[src/rtl/alu_seq_acc.sv]
// Sequential ALU with a registered result, an internal accumulator and an
// iterative shift-add multiplier behind a valid/ready request handshake.
module alu_seq_acc #(
    parameter int WIDTH = 8
) (
    input  logic             clk,
    input  logic             rst,
    input  logic             in_valid,
    output logic             in_ready,
    input  logic [2:0]       op,
    input  logic             use_acc,
    input  logic [WIDTH-1:0] a,
    input  logic [WIDTH-1:0] b,
    output logic             out_valid,
    output logic [WIDTH-1:0] result,
    output logic             carry,
    output logic             zero,
    output logic             neg,
    output logic             ovf
);

    // state  | meaning
    // S_IDLE | ready for a request; non-MUL ops complete one cycle after accept
    // S_MUL  | shift-add iterations running, then one drain cycle (cnt_q == 0)

    localparam int SH = $clog2(WIDTH);

    localparam logic [2:0] OP_ADD = 3'b000;
    localparam logic [2:0] OP_SUB = 3'b001;
    localparam logic [2:0] OP_AND = 3'b010;
    localparam logic [2:0] OP_OR  = 3'b011;
    localparam logic [2:0] OP_XOR = 3'b100;
    localparam logic [2:0] OP_SHL = 3'b101;
    localparam logic [2:0] OP_SHR = 3'b110;
    localparam logic [2:0] OP_MUL = 3'b111;

    typedef enum logic {
        S_IDLE,
        S_MUL
    } state_t;

    state_t               state_q, state_d;
    logic                 rdy_q;
    logic [SH-1:0]        cnt_q;
    logic [2*WIDTH-1:0]   prod_q;
    logic [WIDTH-1:0]     mcand_q;
    logic [WIDTH-1:0]     acc_q;

    logic                 accept;
    logic [WIDTH-1:0]     opa;
    logic [SH-1:0]        sh_n;
    logic [2*WIDTH-1:0]   mul_first;
    logic [2*WIDTH-1:0]   mul_next;

    logic                 ld_alu, ld_mul, start_mul, step_mul;

    logic [WIDTH:0]       sum_w, dif_w, shl_w, shr_w;
    logic [WIDTH-1:0]     alu_res;
    logic                 alu_c, alu_v;

    logic [WIDTH-1:0]     res_d;
    logic                 c_d, v_d;

    // One shift-add step: conditionally add the multiplicand into the high
    // half, then shift the whole product right, keeping the add's carry.
    function automatic logic [2*WIDTH-1:0] mul_step(
        input logic [2*WIDTH-1:0] p,
        input logic [WIDTH-1:0]   m
    );
        logic [WIDTH:0] s;
        s = {1'b0, p[2*WIDTH-1:WIDTH]};
        if (p[0]) begin
            s = s + {1'b0, m};
        end
        return {s, p[WIDTH-1:1]};
    endfunction

    assign in_ready  = rdy_q;
    assign accept    = in_valid && rdy_q;
    assign opa       = use_acc ? acc_q : a;
    assign sh_n      = b[SH-1:0];

    // The first iteration runs on the accept edge so the last one lands
    // WIDTH-1 edges later, giving out_valid WIDTH cycles after accept.
    assign mul_first = mul_step({{WIDTH{1'b0}}, b}, opa);
    assign mul_next  = mul_step(prod_q, mcand_q);

    always_comb begin
        sum_w   = {1'b0, opa} + {1'b0, b};
        dif_w   = {1'b0, opa} - {1'b0, b};
        shl_w   = {1'b0, opa} << sh_n;
        shr_w   = {opa, 1'b0} >> sh_n;
        alu_res = '0;
        alu_c   = 1'b0;
        alu_v   = 1'b0;
        case (op)
            OP_ADD: begin
                alu_res = sum_w[WIDTH-1:0];
                alu_c   = sum_w[WIDTH];
                alu_v   = (opa[WIDTH-1] == b[WIDTH-1]) &&
                          (sum_w[WIDTH-1] != opa[WIDTH-1]);
            end
            OP_SUB: begin
                alu_res = dif_w[WIDTH-1:0];
                alu_c   = dif_w[WIDTH];
                alu_v   = (opa[WIDTH-1] != b[WIDTH-1]) &&
                          (dif_w[WIDTH-1] != opa[WIDTH-1]);
            end
            OP_AND: alu_res = opa & b;
            OP_OR:  alu_res = opa | b;
            OP_XOR: alu_res = opa ^ b;
            OP_SHL: begin
                alu_res = shl_w[WIDTH-1:0];
                alu_c   = shl_w[WIDTH];
            end
            OP_SHR: begin
                alu_res = shr_w[WIDTH:1];
                alu_c   = shr_w[0];
            end
            default: begin
                alu_res = '0;
            end
        endcase
    end

    always_comb begin
        state_d   = state_q;
        ld_alu    = 1'b0;
        ld_mul    = 1'b0;
        start_mul = 1'b0;
        step_mul  = 1'b0;
        case (state_q)
            S_IDLE: begin
                if (accept) begin
                    if (op == OP_MUL) begin
                        state_d   = S_MUL;
                        start_mul = 1'b1;
                    end else begin
                        ld_alu = 1'b1;
                    end
                end
            end
            S_MUL: begin
                if (cnt_q == '0) begin
                    state_d = S_IDLE;
                end else begin
                    step_mul = 1'b1;
                    ld_mul   = (cnt_q == SH'(1));
                end
            end
            default: state_d = S_IDLE;
        endcase
    end

    always_comb begin
        res_d = alu_res;
        c_d   = alu_c;
        v_d   = alu_v;
        if (ld_mul) begin
            res_d = mul_next[WIDTH-1:0];
            c_d   = |mul_next[2*WIDTH-1:WIDTH];
            v_d   = 1'b0;
        end
    end

    always_ff @(posedge clk) begin
        if (rst) begin
            state_q   <= S_IDLE;
            rdy_q     <= 1'b0;
            cnt_q     <= '0;
            prod_q    <= '0;
            mcand_q   <= '0;
            acc_q     <= '0;
            out_valid <= 1'b0;
            result    <= '0;
            carry     <= 1'b0;
            zero      <= 1'b0;
            neg       <= 1'b0;
            ovf       <= 1'b0;
        end else begin
            state_q   <= state_d;
            rdy_q     <= (state_d == S_IDLE);
            out_valid <= ld_alu || ld_mul;
            if (ld_alu || ld_mul) begin
                result <= res_d;
                acc_q  <= res_d;
                carry  <= c_d;
                zero   <= (res_d == '0);
                neg    <= res_d[WIDTH-1];
                ovf    <= v_d;
            end
            if (start_mul) begin
                prod_q  <= mul_first;
                mcand_q <= opa;
                cnt_q   <= SH'(WIDTH - 1);
            end else if (step_mul) begin
                prod_q <= mul_next;
                cnt_q  <= cnt_q - SH'(1);
            end
        end
    end

endmodule

[config.mk]
export PLATFORM = sky130hd
export DESIGN_NAME = alu_seq_acc
export DESIGN_NICKNAME = d
export VERILOG_FILES = /design/src/rtl/alu_seq_acc.sv
export SDC_FILE = /design/constraint.sdc
export NUM_CORES = 1
export LEC_CHECK = 0
export BUFFER_PORTS_ARGS = -buffer_cell sky130_fd_sc_hd__buf_2
export CORE_MARGIN = 2
export CORE_UTILIZATION = 50
export CTS_CLUSTER_SIZE = 25
export DETAILED_ROUTE_END_ITERATION = 8
export GPL_ROUTABILITY_DRIVEN = 1
export HOLD_SLACK_MARGIN = 0.08
export PLACE_DENSITY = 0.67
export SETUP_SLACK_MARGIN = 0.3
export SLEW_MARGIN = 15
export SYNTH_ARGS = -nofsm -noshare
export SYNTH_HDL_FRONTEND = slang
export SYNTH_SLANG_ARGS = --single-unit
[constraint.sdc]
create_clock -name clk -period 9.15 [get_ports clk]
set_input_delay 0.4575 -clock clk [delete_from_list [all_inputs] [get_ports clk]]
set_output_delay 0.4575 -clock clk [all_outputs]
set_load 0.01 [all_outputs]
==> impl_metrics.json, run 1 <==
{
  "status": "finished, final reports clean",
  "io_buffer_count": 36,
  "first_pass_iters": 5,
  "final_common_cell": "nor2_1",
  "holdWs_ns": 0.459,
  "cts.hold.buffers_added": 0,
  "routed_via_density": 6.46,
  "grt_max_degree": 44,
  "clock.fmax_mhz": 266,
  "tritoncts": "yes",
  "p_leak_nw": 1.85,
  "finalSetupViolations": 0,
  "synthTopCellsByArea": "dfxtp_1, ha_1, nor2_1, nand2_1, o21ai_0",
  "syn-instance-count": 559,
  "hold_viol": 0,
  "cap_violations": 0,
  "stdcell_area_um2": 4560,
  "finClkSkew_ns": 0.0106,
  "grt.overflow.total": 0,
  "clock_sinks": 41,
  "place_hpwl_mm": 10.1,
  "synth_edf_count": 0,
  "area_growth_pct": 6.29,
  "fin_crit_sh_pct": 41.1,
  "coreArea_um2": 8260,
  "slew_violations": 0,
  "die_y_um": 96.7,
  "ant_nets": 0,
  "ir_drop_mv": 0.101,
  "synth_area_um2": 4290,
  "worst_pin_slew_ns": 0.963,
  "async_flop_share_pct": 0,
  "power_density_nw_per_um2": 104,
  "crit_path_end_kind": "register",
  "ctsResizeCount": 0,
  "syn_area_per_cell_um2": 7.68,
  "post_cts_buffers": 0,
  "clockBufferDepth": 2,
  "drc": 0,
  "synth_nets": 624,
  "initial_utilization_pct": 52.0,
  "gp_congestion": 0.971,
  "arrival_ns": 4.01,
  "yosysTopAreaCell": "dfxtp_1",
  "ys_warn_count": 0,
  "diodes": 0,
  "io_pins": 37,
  "ys.flop_type": "dfxtp_1",
  "die_w_um": 96.7,
  "hold_path_class": "reg -> reg",
  "path_class": "in -> reg",
  "rows": 33,
  "nets": 634,
  "ys_seq_area_share_pct": 19.1,
  "worst_skew_pair.late_latency_ns": 0.30,
  "dr_total_vias": 4361,
  "antenna_found_initial": 0,
  "r2r_slack_ns": 5.65,
  "clkTransAtPathRegs_ns": 0.09,
  "totalWireLength_mm": 13.4,
  "tns_ns": 0,
  "yosysTopAreaCellShare_pct": 19.1,
  "startpoint_type": "input pin",
  "required_ns": 9.40,
  "final_core_util_pct": 55.3,
  "cts_buffers": 5,
  "synth_cell_types": 71,
  "clock_tree.root_cell": "clkbuf_8",
  "rsz0062_at_grt": "false",
  "post_drt_wl_per_cell_um": 19.8,
  "layout_common_cells": "nor2_1, nand2_1, dfxtp_1",
  "drive_gt1_share_pct": 13.7,
  "place_area_um2": 4470,
  "grt_pass1_vias": 3883,
  "drt_iter0_drc": 478,
  "finalCriticalPeriod_ns": 3.76,
  "synth_seq_cells": 41,
  "grt.total_usage_pct": 27.7,
  "critPathMaxFanout": 16,
  "grt_pass1_wl_mm": 21.1,
  "htree_levels": 2,
  "dieArea_um2": 9350,
  "slew_headroom_pct": 34.0
}
synth_stat cells (all sizes together) (5+ instances only):
library cell  number
buf               13
nor2b             10
a31oi              9
and3               5
ha                39
a22oi              7
nor3              17
nand2             51
o211ai            11
a311oi             7
mux2i             21
dfxtp             41
nand3             14
o21ai             40
a211oi            21
xnor2              7
a21o               6
clkbuf            25
nor2              63
inv               32
a21oi             32
mux4               9
worst max-delay path, stage by stage:
cell and delay, ns:
buf_2 0.36, mux2i_1 0.47, inv_1 0.12, ha_1 0.31, fa_1 0.44, mux2_1 0.29, o21ai_1 0.12, a21oi_1 0.10
a311o_1 0.33, o32a_1 0.34, or3_1 0.36, nor4_2 0.14, a22o_1 0.15
final timing paths:
| path | from | end | cells after the start |
|---|---|---|---|
| max | use_acc | zero | 13 |
| min | ovf | ovf | 2 |
| max reg2reg | acc_q[0] | zero | 12 |
| min reg2reg | ovf | ovf | 2 |
cells by family (layout without fill, tap and decap cells):
| kind of cell | after synthesis | after routing | share of synthesized area (%) |
|---|---|---|---|
| and+or+nand+nor | 194 | 194 | 21.8 |
| adders and majority gates | 42 | 42 | 12.8 |
| xor gates and xnor gates | 10 | 10 | 2.04 |
| buffers and inverters | 71 | 82 | 6.91 |
| muxes | 32 | 32 | 11.0 |
| AOI/OAI and AO/OA | 169 | 169 | 26.3 |
| DFF | 41 | 41 | 19.1 |
routing by layer:
metal  wire length, µm  up-vias  part of all wire, %  global-route usage (%)
met2              5740      232                   43                    39.2
met1              6020     2029                   45                    41.8
met5                 0        -                    0                       0
met4               303        0                  2.3                    8.45
met3              1310       24                  9.8                    5.78
li1                  -     2076                    -                       -
area by class of cell:
| cell class | instances | area (µm²) |
|---|---|---|
| well taps | 105 | 131 |
| repair buffers | 41 | 218 |
| fillers | 809 | 3690 |
| clock inverters | 3 | 22.5 |
| inverters | 33 | 124 |
| clock buffers | 5 | 68.8 |
| flip-flops and latches | 41 | 821 |
| multi-input cells | 447 | 3180 |
state kept, by name, indices dropped and copies added (netlist names):
register   cells
mcand_q        8
zero           1
prod_q        16
acc_q          7
in_ready       1
cnt_q          3
ovf            1
out_valid      1
neg            1
state_q        1
carry          1
stage by stage:
step / cells / power (mW) / setup slack (ns)
after floorplan: 559 / 0.308 / 5.51
after global placement: 667 / 0.353 / 5.23
after detailed placement: 667 / 0.354 / 5.07
after CTS: 675 / 0.474 / 5.38
after global routing: 675 / 0.499 / 5.14
final: 675 / 0.477 / 5.39
power by group:
group	total (mW)	internal (mW)	switching (mW)
clock network	0.122	0.0542	0.0675
registers	0.188	0.183	0.00526
logic	0.167	0.0623	0.105
Note: power is estimated with default switching activity, not from simulation.
==> inputs of run 2 (changes only) <==
PLACE_DENSITY = 0.69   (was 0.67)
clock period = 3.2 ns   (was 9.15 ns; I/O delays follow)
==> run 2 against run 1 <==
Compared with the run above: critical path depth decreased by 1; global-route usage increased by 2.5 points; final area increased by 3.9%; core utilization increased by 2.2 points; largest power group unchanged; combinational power increased to 3.1 times the previous value; cell count increased by 2.5%; non-clock buffer count increased by 17; via count increased by 1.9%; die area unchanged; worst setup slack got worse by 5.2 ns.
==> impl_metrics.json, run 2 (same netlist as run 1, synthesis figures left out) <==
{
  "dieArea_um2": 9350,
  "routed_via_density": 6.42,
  "crit_chain": "mux2i_4, inv_2, ha_4, fa_1, mux2_1, o21ai_2, a21oi_2, a311o_1, o32a_1, or3_4, nor4_2, a22o_1",
  "ir_drop_mv": 0.218,
  "ant_nets": 0,
  "slew_violations": 0,
  "critPathMaxFanout": 6,
  "clock_sinks": 41,
  "cp_slowest_cell": "fa_1",
  "rows": 33,
  "grt.overflow.total": 0,
  "clkTransAtPathRegs_ns": 0.10,
  "drt_iter0_drc": 463,
  "hold_path_class": "in -> reg",
  "cts.hold.buffers_added": 0,
  "dr_total_vias": 4443,
  "largest_register": "prod_q",
  "tritoncts": "yes",
  "first_pass_iters": 5,
  "startpoint_type": "register",
  "antenna_found_initial": 0,
  "n_fill_cell": 825,
  "slowest_delay_ns": 0.42,
  "totalWireLength_mm": 14.2,
  "clockBufferDepth": 2,
  "crit_path_end_kind": "register",
  "finalCriticalPeriod_ns": 3.03,
  "grt_pass1_wl_mm": 22.8,
  "finClkSkew_ns": 0.0140,
  "finalPower_mw": 1.42,
  "arrival_ns": 3.29,
  "fin_crit_sh_pct": 94.7,
  "slew_headroom_pct": 24.5,
  "final_common_cell": "nor2_1",
  "clock_tree.root_cell": "clkbuf_8",
  "coreArea_um2": 8260,
  "clock.fmax_mhz": 330,
  "drc": 0,
  "cap_violations": 0,
  "grt_max_degree": 29,
  "finalSetupViolations": 0,
  "nets": 651,
  "diodes": 0,
  "layout_common_cells": "nor2_1, nand2_1, dfxtp_1",
  "post_drt_wl_per_cell_um": 20.5,
  "rr_startpoint": "acc_q[0]",
  "die_y_um": 96.7,
  "post_cts_buffers": 0,
  "drive_gt1_share_pct": 17.7,
  "p_leak_nw": 1.93,
  "place_hpwl_mm": 10.9,
  "die_w_um": 96.7,
  "initial_utilization_pct": 52.0,
  "worst_pin_slew_ns": 1.13,
  "path_class": "reg -> reg",
  "cp-startpoint": "acc_q[0]",
  "power_density_nw_per_um2": 299,
  "tns_ns": 0,
  "area_growth_pct": 10.5,
  "hold_viol": 0,
  "gp_congestion": 1.02,
  "htree_levels": 2,
  "worst_skew_pair.late_latency_ns": 0.30,
  "largest_reg_flops": 16,
  "rsz0062_at_grt": "true",
  "largestRegisters": "prod_q (16), mcand_q (8), acc_q (7)",
  "grt.total_usage_pct": 30.1,
  "io_buffer_count": 36,
  "required_ns": 3.46,
  "cts_buffers": 5,
  "io_pins": 37,
  "status": "finished, final reports clean",
  "grt_pass1_vias": 4162,
  "hold_start": "b[5]"
}
## run 2: what timing repair did
item	in CTS	in global routing
gates resized for setup	1	6
pin swaps	0	2
setup endpoints to repair	1	3
cloned	0	0
## run 2: critical path, delay by kind of cell (launching register included)
family                     cells  cell delay, ns
AOI/OAI and AO/OA              5            1.01
adders and majority gates      2            0.60
buffers and inverters          1            0.07
DFF                            1            0.37
muxes                          2            0.45
and+or+nand+nor                2            0.46
## run 2: metal layers
| metal | global-route usage (%) | routed length [µm] | vias up |
|---|---|---|---|
| met5 | 0 | 0 | - |
| met4 | 7.69 | 366 | 0 |
| met3 | 4.26 | 1190 | 28 |
| met2 | 46.5 | 6270 | 204 |
| met1 | 44.3 | 6370 | 2108 |
| li1 | - | - | 2103 |
## run 2: stage by stage
stage          worst slack, ns  hold slack (ns)  instance area (µm²)  utilization [%]  cells
2_1_floorplan            0.131            0.341                 4330                -    559
3_3_place_gp             0.106            0.438                 4630             56.0    684
3_5_place_dp            0.0690            0.476                 4630             56.0    684
4_1_cts                  0.163            0.181                 4720             57.2    692
5_1_grt                 0.0262            0.191                 4740             57.4    692
6_report                 0.169            0.181                 4740             57.4    692
## run 2: cell type report
cell class | count | area, µm² | share of cell area, %
Clock buffer | 5 | 68.8 | 1.45
Clock inverter | 3 | 25.0 | 0.528
Inverter | 33 | 124 | 2.61
Multi-Input combinational cell | 447 | 3220 | 68.0
Sequential cell | 41 | 825 | 17.4
Tap cell | 105 | 131 | 2.77
Timing Repair Buffer | 58 | 345 | 7.28
## run 2: where the power goes
part	total, mW	leakage, nW	switching [mW]	internal, mW
logic	0.518	1.55	0.315	0.203
registers	0.538	0.333	0.0148	0.523
clock network	0.365	0.0447	0.207	0.158
## run 2: path summary, 6_finish.rpt
check	end	slack [ns]	depth (start not counted)
setup / recovery	zero	0.17	12
hold reg to reg	ovf	0.48	2
hold / removal	prod_q[4]	0.18	3
setup reg to reg	zero	0.17	12
